File: src/rtl/iob_acc_seq.sv
// Purpose : sequences load/enable/increment of a downstream accumulator through a 2-level nested address/value pattern.
// Latency : start_i to first valid_o is 2 cycles (IDLE->LOAD->RUN); acc_* controls are combinational, no latency.
// Backpr. : valid_o holds while ready_i=0 and the accumulator is not stepped; cke_i=0 freezes all state.
//
// Ports: clk_i/rst_i (sync active-high), cke_i clock enable, start_i start pulse (IDLE only),
//        base_i/stride_i/shift_i/iter_i/per_i pattern config (latched at start),
//        ready_i consumer accept, valid_o/busy_o/done_o registered status,
//        acc_ld_o/acc_ld_val_o/acc_en_o/acc_incr_o accumulator controls.
module iob_acc_seq #(
    parameter int DATA_W = 21,
    parameter int CNT_W  = 16
) (
    input  logic              clk_i,
    input  logic              rst_i,
    input  logic              cke_i,
    input  logic              start_i,
    input  logic [DATA_W-1:0] base_i,
    input  logic [DATA_W-1:0] stride_i,
    input  logic [DATA_W-1:0] shift_i,
    input  logic [CNT_W-1:0]  iter_i,
    input  logic [CNT_W-1:0]  per_i,
    input  logic              ready_i,
    output logic              valid_o,
    output logic              busy_o,
    output logic              done_o,
    output logic              acc_ld_o,
    output logic [DATA_W-1:0] acc_ld_val_o,
    output logic              acc_en_o,
    output logic [DATA_W-1:0] acc_incr_o
);

    typedef enum logic [1:0] {IDLE, LOAD, RUN, DONE} state_t;

    state_t            state;
    logic [DATA_W-1:0] base_r;
    logic [DATA_W-1:0] stride_r;
    logic [DATA_W-1:0] shift_r;
    logic [CNT_W-1:0]  iter_r;
    logic [CNT_W-1:0]  per_r;
    logic [CNT_W-1:0]  i_cnt;
    logic [CNT_W-1:0]  j_cnt;

    logic i_last;
    logic j_last;
    logic hs;

    // iter_r/per_r are never 0 while in RUN, so the -1 compare cannot wrap.
    assign i_last = (i_cnt == iter_r - CNT_W'(1));
    assign j_last = (j_cnt == per_r - CNT_W'(1));
    assign hs     = (state == RUN) && ready_i && cke_i;

    always_ff @(posedge clk_i) begin
        if (rst_i) begin
            state    <= IDLE;
            base_r   <= '0;
            stride_r <= '0;
            shift_r  <= '0;
            iter_r   <= '0;
            per_r    <= '0;
            i_cnt    <= '0;
            j_cnt    <= '0;
            valid_o  <= 1'b0;
            busy_o   <= 1'b0;
            done_o   <= 1'b0;
        end else if (cke_i) begin
            case (state)
                IDLE: begin
                    if (start_i) begin
                        base_r   <= base_i;
                        stride_r <= stride_i;
                        shift_r  <= shift_i;
                        iter_r   <= iter_i;
                        per_r    <= per_i;
                        // An empty pattern skips straight to completion.
                        if (iter_i == '0 || per_i == '0) begin
                            state  <= DONE;
                            done_o <= 1'b1;
                        end else begin
                            state  <= LOAD;
                            busy_o <= 1'b1;
                        end
                    end
                end
                LOAD: begin
                    i_cnt   <= '0;
                    j_cnt   <= '0;
                    state   <= RUN;
                    valid_o <= 1'b1;
                end
                RUN: begin
                    if (hs) begin
                        if (i_last && j_last) begin
                            state   <= DONE;
                            valid_o <= 1'b0;
                            busy_o  <= 1'b0;
                            done_o  <= 1'b1;
                        end else if (i_last) begin
                            i_cnt <= '0;
                            j_cnt <= j_cnt + CNT_W'(1);
                        end else begin
                            i_cnt <= i_cnt + CNT_W'(1);
                        end
                    end
                end
                DONE: begin
                    state  <= IDLE;
                    done_o <= 1'b0;
                end
                default: begin
                    state   <= IDLE;
                    valid_o <= 1'b0;
                    busy_o  <= 1'b0;
                    done_o  <= 1'b0;
                end
            endcase
        end
    end

    // Accumulator controls: the final handshake does not step the accumulator,
    // and the inner-loop wrap uses shift instead of stride.
    always_comb begin
        acc_ld_o     = 1'b0;
        acc_en_o     = 1'b0;
        acc_ld_val_o = '0;
        acc_incr_o   = '0;
        if (cke_i && state == LOAD) begin
            acc_ld_o     = 1'b1;
            acc_en_o     = 1'b1;
            acc_ld_val_o = base_r;
        end else if (hs && !(i_last && j_last)) begin
            acc_en_o   = 1'b1;
            acc_incr_o = i_last ? shift_r : stride_r;
        end
    end

endmodule

File: config.mk
export PLATFORM = sky130hd
export DESIGN_NAME = iob_acc_seq
export DESIGN_NICKNAME = d
export VERILOG_FILES = /design/src/rtl/iob_acc_seq.sv
export SDC_FILE = /design/constraint.sdc
export NUM_CORES = 1
export LEC_CHECK = 0
export ABC_AREA = 1
export BUFFER_PORTS_ARGS = -buffer_cell sky130_fd_sc_hd__buf_2
export CAP_MARGIN = 20
export CORE_MARGIN = 2
export CORE_UTILIZATION = 37
export DETAILED_ROUTE_END_ITERATION = 16
export GPL_TIMING_DRIVEN = 0
export HOLD_SLACK_MARGIN = 0.15
export SETUP_SLACK_MARGIN = 0.3
export SYNTH_ARGS = -nofsm -noshare
export SYNTH_HDL_FRONTEND = slang
export SYNTH_SLANG_ARGS = --single-unit
File: constraint.sdc
create_clock -name clk_i -period 2.95 [get_ports clk_i]
set_input_delay 0.295 -clock clk_i [delete_from_list [all_inputs] [get_ports clk_i]]
set_output_delay 0.295 -clock clk_i [all_outputs]
set_load 0.02 [all_outputs]
# [After elaboration in Yosys (flattened, before gate mapping)]
# Index checks and enable logic that the tools add are counted.
# Widths: inputs -> output; s select.
[op_classes] n_addsub=4 multipliers=0 n_div=0 magnitude_cmp=0 eq_ne=12 shifts=0 n_mux=31 bitwise_logic=0 reduce_logical=20
[ops] op="$mux 16" count=6
[ops] op="$mux 21" count=4
[ops] op="$pmux 16 s2" count=2
[ops] op="$add 16x1->16 const B" count=2
[ops] op="$eq 16x16->1" count=2
[ops] op="$logic_not 16->1" count=2
[ops] op="$sub 16x1->16 const B" count=2
[ops] op="$ne 2x2->1 const B" count=6
[ops] op="$reduce_and 4->1" count=3
[ops] op="$reduce_and 6->1" count=2
[ops] op="$mux 1" count=11
[ops] op="$mux 2" count=4
[ops] op="$pmux 2 s4" count=1
[ops] op="$logic_and 1x1->1" count=5
[ops] op="$reduce_and 5->1" count=1
[ops] op="$eq 2x2->1 const B" count=2
[ops] op="$pmux 1 s2" count=2
[ops] op="$reduce_bool 2->1" count=2
[ops] op="$pmux 1 s3" count=1
[ops] op="$reduce_and 3->1" count=1
[ops] op="$reduce_bool 3->1" count=1
[ops] op="$eq 2x1->1 const B" count=1
[ops] op="$logic_not 2->1" count=1
[ops] op="$ne 2x1->1 const B" count=1
[ops] op="2 further kinds" count=2
[totals] register_bits=132 latchBits=0 ramBits=0 rom_bits=0 input_bits=100 output_inout_bits=47 wordCells=78 memories=0

# [Depth between registers and ports, before layout]
[depth] word_depth=7 depth_mapped=18

# [Worst setup path before layout]
# OpenSTA, ideal clock, no wires.
[synth_timing] path_kind="register to output" from="register iter_r[0]" to="output acc_incr_o[0]" arrival_time_ns=2.211 slack_ns=0.444 stages_incl_launch_ff=17 path_buffers=1 cell_sequence="dfxtp_1 inv_1 ha_1 nand2_1 nor2_1 nand2_1 nand2_1 nand3_1 nand2_1 nor2_1 nand3_1 nor2_4 nand2_1 nand4_1 or2_1 buf_6 nor2_1"
[synth_between] elab_chain_len=7 elab_cells_between_ends=8 classes_between="add/sub: 1; eq/ne: 1; mux: 3; reduce/logical: 3"
[synth_rtl] item="start, declared" line_no="38" rtl="logic [CNT_W-1:0] iter_r;"
[synth_rtl] item="start signal, assigned" line_no="72" rtl="iter_r <= iter_i;"
[synth_rtl] item="$sub 16x1->16 *" line_no="48" rtl="assign i_last = (i_cnt == iter_r - CNT_W'(1));"
[synth_rtl] item="$eq 16x16->1 *" line_no="48"
[synth_rtl] item="$logic_and 1x1->1" line_no="130" rtl="end else if (hs && !(i_last && j_last)) begin"
[synth_rtl] item="$logic_not 1->1" line_no="130"
[synth_rtl] item="$logic_and 1x1->1" line_no="130"
[synth_rtl] item="$mux 21 *" line_no="130"
[synth_rtl] item="$mux 21 *" line_no="126" rtl="if (cke_i && state == LOAD) begin"
[synth_rtl] item="end, declared" line_no="29" rtl="output logic [DATA_W-1:0] acc_incr_o"
# Mark *: on every way between the ends. The rest lies on a longest branch, timed or not.

# [Worst setup path after layout]
[layout_timing] from="register per_r[1]" to="output acc_incr_o[17]"
[layout_between] elab_chain_len=7
[layout_rtl] item="start, declared" line_no="39" rtl="logic [CNT_W-1:0] per_r;"
[layout_rtl] item="start signal, assigned" line_no="73" rtl="per_r <= per_i;"
[layout_rtl] item="$sub 16x1->16" line_no="49" rtl="assign j_last = (j_cnt == per_r - CNT_W'(1));"
[layout_rtl] item="$eq 16x16->1" line_no="49"
[layout_rtl] item="$logic_and 1x1->1" line_no="130"
[layout_rtl] item="$logic_not 1->1" line_no="130"
[layout_rtl] item="$logic_and 1x1->1" line_no="130"
[layout_rtl] item="$mux 21" line_no="130"
[layout_rtl] item="$mux 21" line_no="126"
# No other way between the ends.

==> reports/metrics.yaml <==
status: "finished, violations left"
violations: "negative setup slack"
crit_top_cell: "nand3_1"
yosysWarnings: 0
cts_sinks: 132
rsz0062_at_grt: "yes"
post-route-util_pct: 53.3
grt_pass1_vias: 7850
setup_slack_ns: -0.137
synth.area.top_cells: "dfxtp_1 (34%), nand2_1 (9.5%), a21oi_1 (9.2%)"
yosysTopAreaCell: "dfxtp_1"
instances_no_fill: 1724
cts.reportedPaths.clkPinSlew_ns: 0.06
dieArea_sq_um: 22200
synth_area_per_cell_sq_um: 6.51
max_slew.worst_pin.slew_ns: 0.682
synth_cell_types: 38
crit_path_start_kind: "register"
synth.most_common_cell: "nand2_1"
antenna_found_initial: 4
finalHoldViolCount: 0
vias: 8485
async_reset_ff_share_pct: 0
cp.arrival_ns: 2.79
die_w_um: 149
cts-buffers-inserted: 17
fin_crit_sh_pct: 105
dp_cells: 1615
synth_seq_area_share_pct: 34.0
worstHoldPathCells: 3
die_y_um: 149
leakagePower_nw: 4.51
powerDensity_nw_per_um2: 518
core_sq_um: 20800
grt_usage_pct: 22.2
drc_errors: 0
slew_viol_final: 0
firstDrtPassIters: 6
num_rows: 53
maxSlewHeadroom_pct: 54.5
drt_iter0_markers: 493
syn_area_sq_um: 7780
synth_top_family_by_area: "simple AND/OR/NAND/NOR gates"
worstSkewPairLatency_ns: 0.43
postRouteAntennaNets: 0
required_ns: 2.65
synth_edf_count: 0
clock-root-buffer: "clkbuf_16"
dp_hpwl_um: 17800
maxCapViolations: 0
initial_core_util_pct: 37.4
area_growth_pct: 42.5
gp_congestion: 0.894
grt_first_pass_wirelength_um: 39600
placed_area_sq_um: 8850
routedWlPerCell_um: 14.6
skew_ns: 0.0140
clock_path_buffers: 2
period_needed_ns: 3.09
crit_slowest_cell: "dfxtp_2"
drive_gt1_share_pct: 28.3
yosys.area_share.adder_pct: 1.29
fin_area_sq_um: 11100
endpoint_kind: "output port"
synthXorXnorAreaFrac_pct: 5.97
grt_max_degree: 17
timing.hold.ws_ns: 0.156
layout.nets: 1543
synth_nets: 1303
setup_viol: 22
fin_tns_setup_ns: -2.27
synth_top_area_share_pct: 34.0
fmax_mhz: 324
viasPerCell: 4.92
synthTopCellsByCount: "nand2_1 (196), nor2_1 (168), inv_1 (149)"
ys_ff_latch: 132
synth.area.mux_share_pct: 0
worstPathCellList: "inv_2 > ha_4 > nand2_4 > nor2_4 > buf_6 > nand3_1 > nand3_1 > nand3_1 > nor2_1 > nand2_1 > nor2_2 > nand2_2 > nand4_1 > or2_4 > clkbuf_16 > nor2_4 > buf_6"
synth_ff_type: "dfxtp_1"
synthCells: 1195
wl_um: 25300
synth_simple_gate_area_share_pct: 30.8
path_max_fanout: 5
htreeDepth: 4
hold_path_class: "in2reg"
portBuffers: 145
ir_worst_vdd_mv: 0.428
r2r_cells: 23
synth_compound_area_share_pct: 17.2
pin_count: 147
path_class: "reg2out"
grt_remaining_overflow: 0
cts_tree: "yes"
slowest_delay_ns: 0.33
==> layer usage <==
metal  up-vias  routed length [um]  global-route usage (%)
li1       4338                   -                       -
met1      3840               11300                    29.0
met2       273               12000                    36.5
met3        32                1580                    5.44
met4         2                 334                    6.48
met5         -                  13                       0
==> critical path: cells and delay by family (launching register included) <==
family / cells / cell delay, ns
DFF: 1 / 0.33
buffers and inverters: 4 / 0.51
adders and majority gates: 1 / 0.19
and+or+nand+nor: 12 / 1.32
==> cells in the final DEF (no fill, tap or decap), drive strengths merged, types with 3 or more instances in the layout <==
master       count
xor2            34
inv            155
nor2           183
nand3           86
buf            208
nand2          210
clkbuf          66
nor4             7
ha               8
dlygate4sd3     24
xnor2           19
a21oi          153
nand3b           6
o21ai          103
nor3            26
clkinv           6
dfxtp          132
or2              3
nand4            8
==> final timing paths <==
| check | slack [ns] | startpoint | to |
|---|---|---|---|
| setup / recovery | -0.14 | per_r[1]$_SDFFE_PP0P_ | acc_incr_o[17] |
| hold / removal | 0.16 | shift_i[5] | shift_r[5]$_SDFFE_PP0P_ |
| setup reg to reg | 0.03 | per_r[1]$_SDFFE_PP0P_ | i_cnt[7]$_SDFFE_PP0P_ |
| hold reg to reg | 0.45 | shift_r[15]$_SDFFE_PP0P_ | shift_r[15]$_SDFFE_PP0P_ |
==> cells by family after synthesis <==
kind of cell             after synthesis
XOR/XNOR                              53
AO/OA/AOI/OAI                        258
adder cells (fa/ha/maj)                8
buffers and inverters                209
AND/OR/NAND/NOR                      535
flip-flops                           132
==> sequential cells by signal, indices dropped and copies added, names as in the netlist <==
name,cells
shift_r,21
stride_r,21
valid_o,1
done_o,1
busy_o,1
state,2
per_r,16
iter_r,16
base_r,21
j_cnt,16
i_cnt,16
==> what timing repair did <==
| item | 4_1_cts | 5_1_grt |
|---|---|---|
| hold buffers | 24 | 0 |
| gates cloned | 1 | 5 |
| pin swaps | 47 | 27 |
| hold endpoints to repair | 24 | 0 |
| setup buffers | 29 | 17 |
| gates resized for setup | 176 | 77 |
| endpoints found under the setup margin | 22 | 59 |
==> power breakdown <==
part           switching, mW  total [mW]  internal, mW
combinational          0.962        1.64         0.674
clock                  0.875        2.09          1.22
sequential            0.0940        2.01          1.92
==> layout make-up <==
cell class	instances	area [sq um]
inverters	151	572
clock inverters	12	121
flip-flops and latches	132	2650
clock buffers	19	453
fillers	2020	9730
repair buffers	221	1670
multi-input cells	854	4910
plain buffers	58	364
diodes	2	5.00
well taps	275	344
==> through the flow <==
| step | power (mW) | setup WS [ns] |
|---|---|---|
| after floorplan | 2.92 | 0.444 |
| after global placement | 3.25 | -0.151 |
| after detailed placement | 3.26 | -0.137 |
| after CTS | 5.58 | -0.106 |
| after global routing | 6.02 | -0.286 |
| final | 5.74 | -0.137 |
Note: power is estimated with default switching activity, not from simulation.
